$ cat src/rtl/alu_issue.sv
// Issue/writeback front end for the DLX integer ALU.
// Decodes one R/I-type word per cycle, drives the ALU and writes its registered result back.
module alu_issue #(
    parameter bit FORWARD = 1'b1
) (
    input  logic        clk,
    input  logic        rst_n,
    input  logic        instr_valid,
    output logic        instr_ready,
    input  logic [31:0] instr,
    output logic [4:0]  rs1_addr,
    input  logic [31:0] rs1_data,
    output logic [4:0]  rs2_addr,
    input  logic [31:0] rs2_data,
    output logic [3:0]  alu_I,
    output logic        alu_EX,
    output logic [31:0] alu_op1,
    output logic [31:0] alu_op2,
    input  logic [31:0] alu_res1,
    input  logic        alu_carry,
    input  logic        alu_z,
    output logic        wb_en,
    output logic [4:0]  wb_addr,
    output logic [31:0] wb_data,
    output logic        illegal
);

    logic [5:0]  opcode;
    logic [5:0]  func;
    logic        is_r;
    logic        zext;
    logic [3:0]  dec_op;
    logic        legal;
    logic [4:0]  rd_dec;
    logic [31:0] imm;
    logic        v1;
    logic [4:0]  rd1;
    logic        a_v1;
    logic        a_v2;
    logic        b_v1;
    logic        b_v2;
    logic        stall;
    logic        accept;
    logic [31:0] op_a;
    logic [31:0] op_b;
    logic        unused_flags;

    assign opcode   = instr[31:26];
    assign func     = instr[5:0];
    assign is_r     = (opcode == 6'h00);
    assign rs1_addr = instr[25:21];
    assign rs2_addr = instr[20:16];

    always_comb begin
        dec_op = 4'd0;
        zext   = 1'b0;
        if (is_r) begin
            case (func)
                6'h20:   dec_op = 4'd1;
                6'h22:   dec_op = 4'd2;
                6'h24:   dec_op = 4'd3;
                6'h25:   dec_op = 4'd4;
                6'h26:   dec_op = 4'd5;
                6'h04:   dec_op = 4'd6;
                6'h06:   dec_op = 4'd7;
                6'h07:   dec_op = 4'd14;
                6'h28:   dec_op = 4'd10;
                6'h2C:   dec_op = 4'd11;
                6'h2A:   dec_op = 4'd12;
                6'h29:   dec_op = 4'd13;
                default: dec_op = 4'd0;
            endcase
        end else begin
            case (opcode)
                6'h08:   dec_op = 4'd1;
                6'h0A:   dec_op = 4'd2;
                6'h0C: begin
                    dec_op = 4'd3;
                    zext   = 1'b1;
                end
                6'h0D: begin
                    dec_op = 4'd4;
                    zext   = 1'b1;
                end
                6'h0E: begin
                    dec_op = 4'd5;
                    zext   = 1'b1;
                end
                6'h14:   dec_op = 4'd6;
                6'h16:   dec_op = 4'd7;
                6'h17:   dec_op = 4'd14;
                6'h18:   dec_op = 4'd10;
                6'h1C:   dec_op = 4'd11;
                6'h1A:   dec_op = 4'd12;
                6'h19:   dec_op = 4'd13;
                default: dec_op = 4'd0;
            endcase
        end
    end

    assign legal  = (dec_op != 4'd0);
    assign rd_dec = is_r ? instr[15:11] : instr[20:16];
    assign imm    = zext ? {16'h0000, instr[15:0]} : {{16{instr[15]}}, instr[15:0]};

    // wb_en already implies a nonzero destination, so it doubles as the v2 stage valid.
    assign a_v1 = v1 && (rd1 != 5'd0) && (rd1 == rs1_addr);
    assign a_v2 = wb_en && (wb_addr == rs1_addr);
    assign b_v1 = is_r && v1 && (rd1 != 5'd0) && (rd1 == rs2_addr);
    assign b_v2 = is_r && wb_en && (wb_addr == rs2_addr);

    assign stall       = instr_valid && legal &&
                         (a_v1 || b_v1 || (!FORWARD && (a_v2 || b_v2)));
    assign instr_ready = rst_n && !stall;
    assign accept      = instr_valid && instr_ready;

    assign op_a = (FORWARD && a_v2) ? alu_res1 : rs1_data;
    assign op_b = (FORWARD && b_v2) ? alu_res1 : rs2_data;

    assign alu_EX       = v1;
    assign wb_data      = alu_res1;
    assign unused_flags = alu_carry ^ alu_z;

    always_ff @(posedge clk or negedge rst_n) begin
        if (!rst_n) begin
            v1      <= 1'b0;
            rd1     <= 5'd0;
            alu_I   <= 4'd0;
            alu_op1 <= 32'd0;
            alu_op2 <= 32'd0;
            wb_en   <= 1'b0;
            wb_addr <= 5'd0;
            illegal <= 1'b0;
        end else begin
            v1      <= accept && legal;
            illegal <= accept && !legal;
            wb_en   <= v1 && (rd1 != 5'd0);
            wb_addr <= rd1;
            if (accept && legal) begin
                alu_I   <= dec_op;
                alu_op1 <= op_a;
                alu_op2 <= is_r ? op_b : imm;
                rd1     <= rd_dec;
            end
        end
    end

endmodule

$ cat config.mk
export PLATFORM = sky130hd
export DESIGN_NAME = alu_issue
export DESIGN_NICKNAME = d
export VERILOG_FILES = /design/src/rtl/alu_issue.sv
export SDC_FILE = /design/constraint.sdc
export NUM_CORES = 1
export LEC_CHECK = 0
export CAP_MARGIN = 10
export CORE_MARGIN = 1
export CORE_UTILIZATION = 35
export DETAILED_ROUTE_END_ITERATION = 10
export MAX_ROUTING_LAYER = met4
export PLACE_DENSITY = 0.71
export SLEW_MARGIN = 20
export SYNTH_ARGS = -nofsm -noshare
export SYNTH_HDL_FRONTEND = slang
export SYNTH_SLANG_ARGS = --single-unit
export TNS_END_PERCENT = 10
$ cat constraint.sdc
create_clock -name clk -period 4.85 [get_ports clk]
set_clock_uncertainty 0.15 [all_clocks]
set_input_delay 0.97 -clock clk [delete_from_list [all_inputs] [get_ports clk]]
set_output_delay 0.97 -clock clk [all_outputs]
set_load 0.05 [all_outputs]
==> results of run 1 <==
worst max path at each step:
stage	cells after the start	to	from
after floorplan	10	instr_ready	instr[28]
after global placement	8	instr_ready	instr[5]
after detailed placement	8	instr_ready	instr[5]
after CTS	8	instr_ready	instr[5]
after global routing	8	instr_ready	instr[0]
final	8	instr_ready	instr[5]
flip-flops by register name, summed over array words and instances, names as in the netlist:
signal and count:
alu_I 4, wb_addr 5, wb_en 1, rd1 5
alu_op2 32, alu_op1 32, alu_EX 1, illegal 1
metal layers:
metal	GRT usage (%)	up-vias	wire, µm
li1	-	2068	-
met5	-	-	0
met3	3.800	16	940
met1	23.70	2155	6392
met2	36.74	178	7988
met4	7.229	0	223
worst max-delay path: cells and delay by family:
kind,cells,cell delay (ns)
buf+inv,2,0.79
compound gates,3,0.90
simple gates,3,0.65
cells in the mapped netlist, drive strengths merged, types with 2 or more instances:
master	number	area, µm²
nand4	2	12.51
nor4bb	2	20.02
nand2	27	103.9
xnor2	11	96.34
mux2i	33	330.3
and3	3	18.77
maj3	3	30.03
a2bb2oi	2	17.52
nand2b	4	25.02
o22ai	6	37.54
xor2	12	105.1
mux2	91	1025
o32a	16	160.2
a31oi	4	40.04
inv	9	33.78
clkbuf	10	38.78
nand4b	3	26.28
a21oi	8	47.55
nor2b	9	56.30
nand3	2	10.01
dfrtp	81	2027
a22oi	2	15.01
nor3	4	31.28
nor4	2	27.53
o31a	2	17.52
o21ai	22	113.9
a32oi	2	17.52
buf	66	496.7
nor2	23	86.33
a211oi	2	15.01
layout make-up:
class / instances / area, µm² / share of cell area (%)
multi-input combinational: 310 / 2597 / 33.41
timing repair buffer: 259 / 2575 / 33.12
sequential: 81 / 2027 / 26.07
clock buffer: 12 / 246.5 / 3.170
tap: 184 / 230.2 / 2.961
clock inverter: 3 / 65.06 / 0.8368
inverter: 9 / 33.78 / 0.4345
where the power goes:
part | internal, mW | switching [mW]
Sequential | 0.886 | 0.141
Combinational | 0.654 | 1.07
Clock | 0.462 | 0.261
through the flow:
step | utilization (%) | instances
finish | 53.70 | 858
global route | 53.70 | 858
detailed placement | 51.55 | 843
global placement | 51.55 | 843
CTS | 53.70 | 858
floorplan | - | 476
kinds of logic (layout without fill, tap and decap cells):
kind of cell	Yosys count	in the layout	share of synthesized area (%)
DFF	81	81	39.04
buffers and inverters	85	283	10.96
and+or+nand+nor	85	85	8.651
adders and majority gates	3	3	0.5783
muxes	124	124	26.10
AOI/OAI and AO/OA	75	75	10.80
xor gates and xnor gates	23	23	3.879
==> reports/qor.txt, run 1 <==
Placed Area - 0.007463 mm²
most frequent cells in the layout - 247 x clkdlybuf4s50_1, 81 x dfrtp_1, 75 x mux2_2
Mapped Area - 0.005192 mm²
setup ws final - 0.4196 ns
Top FF cell, synth - dfrtp_1
YS warnings - 0
# port buffers - 249
Worst Tran Pin Value - 0.8797 ns
Layout fillers - 1,288
CTS Hold Bufs - 0
status - finished clean
Mapped Nets - 609
RR Startpoint - wb_addr[2]
CTS Sinks - 81
Max clock buf depth - 2
flop2flop setup slack - 2.16 ns
Initial Utilization - 35.86%
commonest non-fill, non-tap cell in the layout - clkdlybuf4s50_1
pre-CTS setup slack - 0.4751 ns
initial antenna violation count - 0
pwr dens - 446.6 mW/mm²
WL/cell - 18.12 µm
R2R Path End - alu_op1[18]
RSZ-0062 raised after global routing - no
Lkg Pwr - 2.991 nW
post-detail-place hpwl - 11.60 mm
CP Capture Type - primary output
Slew Viols, Final - 0
Startpoint Class - input pin
Syn Inst Count - 476
# setup viols final - 0
Vias/cell - 5.148
worst reg-to-reg path cell count - 5
WHS Endpoint - alu_op2[15]
grt total ovfl - 0
Synth Area per Inst - 10.91 µm²
total negative slack - 0 ns
Final GP Congestion - 0.8856
synth unique cells - 54
hold path cells - 1
initial DRC count - 200
Hold Startpoint - alu_op2[15]
htree depth - 3
cell area after layout - 0.007775 mm²
die span in x - 123.8 µm
register area share after synthesis - 39.04%
Final Hold Viols - 0
Die Y - 123.8 µm
crit path max fanout - 13
Fmax - 225.7 MHz
largest net degree at the start of global routing - 66
hold crit path type - register to register
Synth Register Bits - 81
Final ANT Viol Nets - 0
row count - 44
Post-CTS Setup Repair Bufs - 0
share of cells above drive strength 1 - 16.17%
slowest stage cell, crit path - clkdlybuf4s50_1
vias in the first global route - 4,597
Pre-antenna DRT Iters - 4
Max IR drop VDD - 0.2952 mV
I/O pin cnt - 252
CTS tree - yes
area of the die - 0.01533 mm²
Slew headroom - 41.35%
nets - 803
Num CTS Buffers - 9
Area Growth Syn to Fin - 49.74%
Core Region - 0.01448 mm²
DR vias - 4,417
Pwr Total - 3.473 mW
Arr. time, crit path - 3.31 ns
Reg clk slew, reported paths - 0.06 ns
number of diodes - 0
slowest cell delay on critical path - 0.63 ns
Worst Path Required - 3.73 ns
max_cap viols - 0
root buf cell - clkbuf_16
Setup CP Type - input pin to primary output
Period Utilization, post-route - 91.35%
WL final - 15.54 mm
ys async rst share - 100.0%
fin crit period - 4.430 ns
critical path, cell by cell - clkdlybuf4s50_1 -> nor2b_1 -> a211o_1 -> a211oi_1 -> nor2_1 -> and3_1 -> o31a_1 -> buf_12
GRT Total Usage - 20.88%
DRC viols - 0
first-pass GRT wire length - 23.45 mm
post-CTS sizing - 0
Post-synth EDFFs - 0
Fin Hold WS - 0.3376 ns
clk_lat worst skew - 0.33 ns
(Power assumes the default switching activity.)
==> inputs of run 2 (changes only) <==
CAP_MARGIN = not set   (was 10)
SLEW_MARGIN = 5   (was 20)
==> results of run 2 <==
Same layout as run 1: the final DEF is identical, and so are final timing and power.
==> inputs of run 3 (changes only) <==
DONT_BUFFER_PORTS = 1   (was not set)
PLACE_DENSITY = not set   (was 0.71)
==> reports/qor.txt, run 3 (synthesized netlist as in run 1, its figures left out) <==
status - finished clean
CTS tree - yes
Initial Utilization - 35.86% (unchanged)
flop2flop setup slack - 1.91 ns (-0.25 ns)
Layout fillers - 1,456 (+13%)
Setup CP Type - input pin to primary output
Pre-antenna DRT Iters - 6 (+2)
Final GP Congestion - 0.8562 (-3.3%)
Placed Area - 0.004931 mm² (-34%)
fin crit period - 4.289 ns (-0.1409 ns)
cell area after layout - 0.005233 mm² (-33%)
Lkg Pwr - 1.979 nW (-34%)
CTS Sinks - 81 (unchanged)
WL/cell - 21.11 µm (+17%)
register area - 0.002027 mm² (unchanged)
most frequent cells in the layout - 81 x dfrtp_1, 75 x mux2_2, 33 x mux2i_1
Reg clk slew, reported paths - 0.07 ns (about the same)
total negative slack - 0 ns (unchanged)
Highest Signal Layer - met4
met3 wire length - 1.014 mm (+7.9%)
met2 wire len - 6.380 mm (-20%)
CP Capture Type - primary output
DRC viols - 0 (unchanged)
pwr dens - 534.5 mW/mm² (+20%)
max_cap viols - 0 (unchanged)
R2R Path End - alu_op1[2]
Slew Viols, Final - 0 (unchanged)
Fmax - 233.1 MHz (+3.3%)
GRT Total Usage - 16.94% (-3.9 points)
Final Util - 36.14% (-18 points)
post-detail-place hpwl - 9.068 mm (-22%)
number of diodes - 0 (unchanged)
crit path max fanout - 19 (+6)
# setup viols final - 0 (unchanged)
Post-CTS Setup Repair Bufs - 0 (unchanged)
area of the die - 0.01533 mm² (unchanged)
row count - 44 (unchanged)
top flop regs - alu_op1 (32), alu_op2 (32)
# port buffers - 0 (-100%)
post-CTS sizing - 0 (unchanged)
area occupied by multi-input gates - 0.002597 mm² (unchanged)
nets - 548 (-32%)
Num CTS Buffers - 9 (unchanged)
Arr. time, crit path - 3.17 ns (-0.14 ns)
CTS Hold Bufs - 0 (unchanged)
Slew headroom - 41.67% (+0.32 points)
Max IR drop VDD - 0.2846 mV (-3.6%)
root buf cell - clkbuf_16
htree depth - 3 (unchanged)
clk_lat worst skew - 0.34 ns (about the same)
Final Hold Viols - 0 (unchanged)
die span in x - 123.8 µm (unchanged)
largest net degree at the start of global routing - 86 (+30%)
hold crit path type - input pin to asynchronous set/reset pin
worst reg-to-reg path cell count - 5 (unchanged)
vias in the first global route - 3,492 (-24%)
Core Region - 0.01448 mm² (unchanged)
Max clock buf depth - 2 (unchanged)
RR Startpoint - wb_addr[2]
Vias/cell - 5.679 (+10%)
wl on met1 - 5.241 mm (-18%)
share of cells above drive strength 1 - 24.76% (+8.6 points)
I/O pin cnt - 252 (unchanged)
Pwr Total - 2.797 mW (-19%)
Worst Tran Pin Value - 0.8750 ns (-0.004730 ns)
Die Y - 123.8 µm (unchanged)
Area Growth Syn to Fin - 0.7711%
first-pass GRT wire length - 18.73 mm (-20%)
grt total ovfl - 0 (unchanged)
Final ANT Viol Nets - 0 (unchanged)
crit path capture - instr_ready
Fin Hold WS - 0.1676 ns (-0.1700 ns)
DR vias - 3,430 (-22%)
Worst Path Required - 3.73 ns (about the same)
commonest non-fill, non-tap cell in the layout - dfrtp_1
RSZ-0062 raised after global routing - no
CP startpoint - instr[5]
WL final - 12.75 mm (-18%)
initial DRC count - 212 (+6.0%)
Period Utilization, post-route - 88.44% (-2.9 points)
Startpoint Class - input pin
initial antenna violation count - 0 (unchanged)
-- run 3: critical path, stage by stage --
cell,delay (ns)
nor2b_1,0.16
a22oi_1,0.26
a21oi_2,0.11
a21oi_1,0.32
and3_1,0.76
o31a_1,0.58
-- run 3: cell type report --
cell class              instances  share of cell area (%)
inverters                       9                  0.6456
clock inverters                 7                   1.459
multi-input cells             310                   49.64
well taps                     184                   4.400
clock buffers                   9                   4.304
flip-flops and latches         81                   38.74
repair buffers                  4                  0.8130
-- run 3: metrics by stage --
step / std cells / worst slack, ns
5_1_grt: 604 / 0.4258
3_5_place_dp: 588 / 0.4785
2_1_floorplan: 476 / 0.9083
4_1_cts: 604 / 0.4691
3_3_place_gp: 588 / 0.6242
6_report: 604 / 0.5605
-- run 3: worst min path at each step --
| stage | slack, ns | endpoint | from | depth (start not counted) |
|---|---|---|---|---|
| 2_1_floorplan | 0.29 | wb_addr[4] | rd1[4] | 0 |
| 3_5_place_dp | 0.34 | wb_addr[2] | rd1[2] | 0 |
| 3_3_place_gp | 0.33 | wb_addr[4] | rd1[4] | 0 |
| 6_report | 0.17 | alu_op1[20] | rst_n | 0 |
| 5_1_grt | 0.14 | alu_op1[20] | rst_n | 0 |
| 4_1_cts | 0.15 | alu_op2[20] | rst_n | 0 |
-- run 3: report_power, final --
| group | switching, mW | internal, mW | total [mW] | leakage [nW] |
|---|---|---|---|---|
| clock network | 0.305 | 0.404 | 0.709 | 0.143 |
| registers | 0.884 | 0.871 | 1.75 | 0.965 |
| logic | 0.123 | 0.210 | 0.333 | 0.871 |
| total | 1.31 | 1.48 | 2.80 | 1.98 |
-- run 3: per-layer routing --
layer | up-vias | GRT usage, %
met5 | - | -
met1 | 1720 | 19.62
met3 | 10 | 5.586
li1 | 1544 | -
met4 | 0 | 4.819
met2 | 156 | 27.88
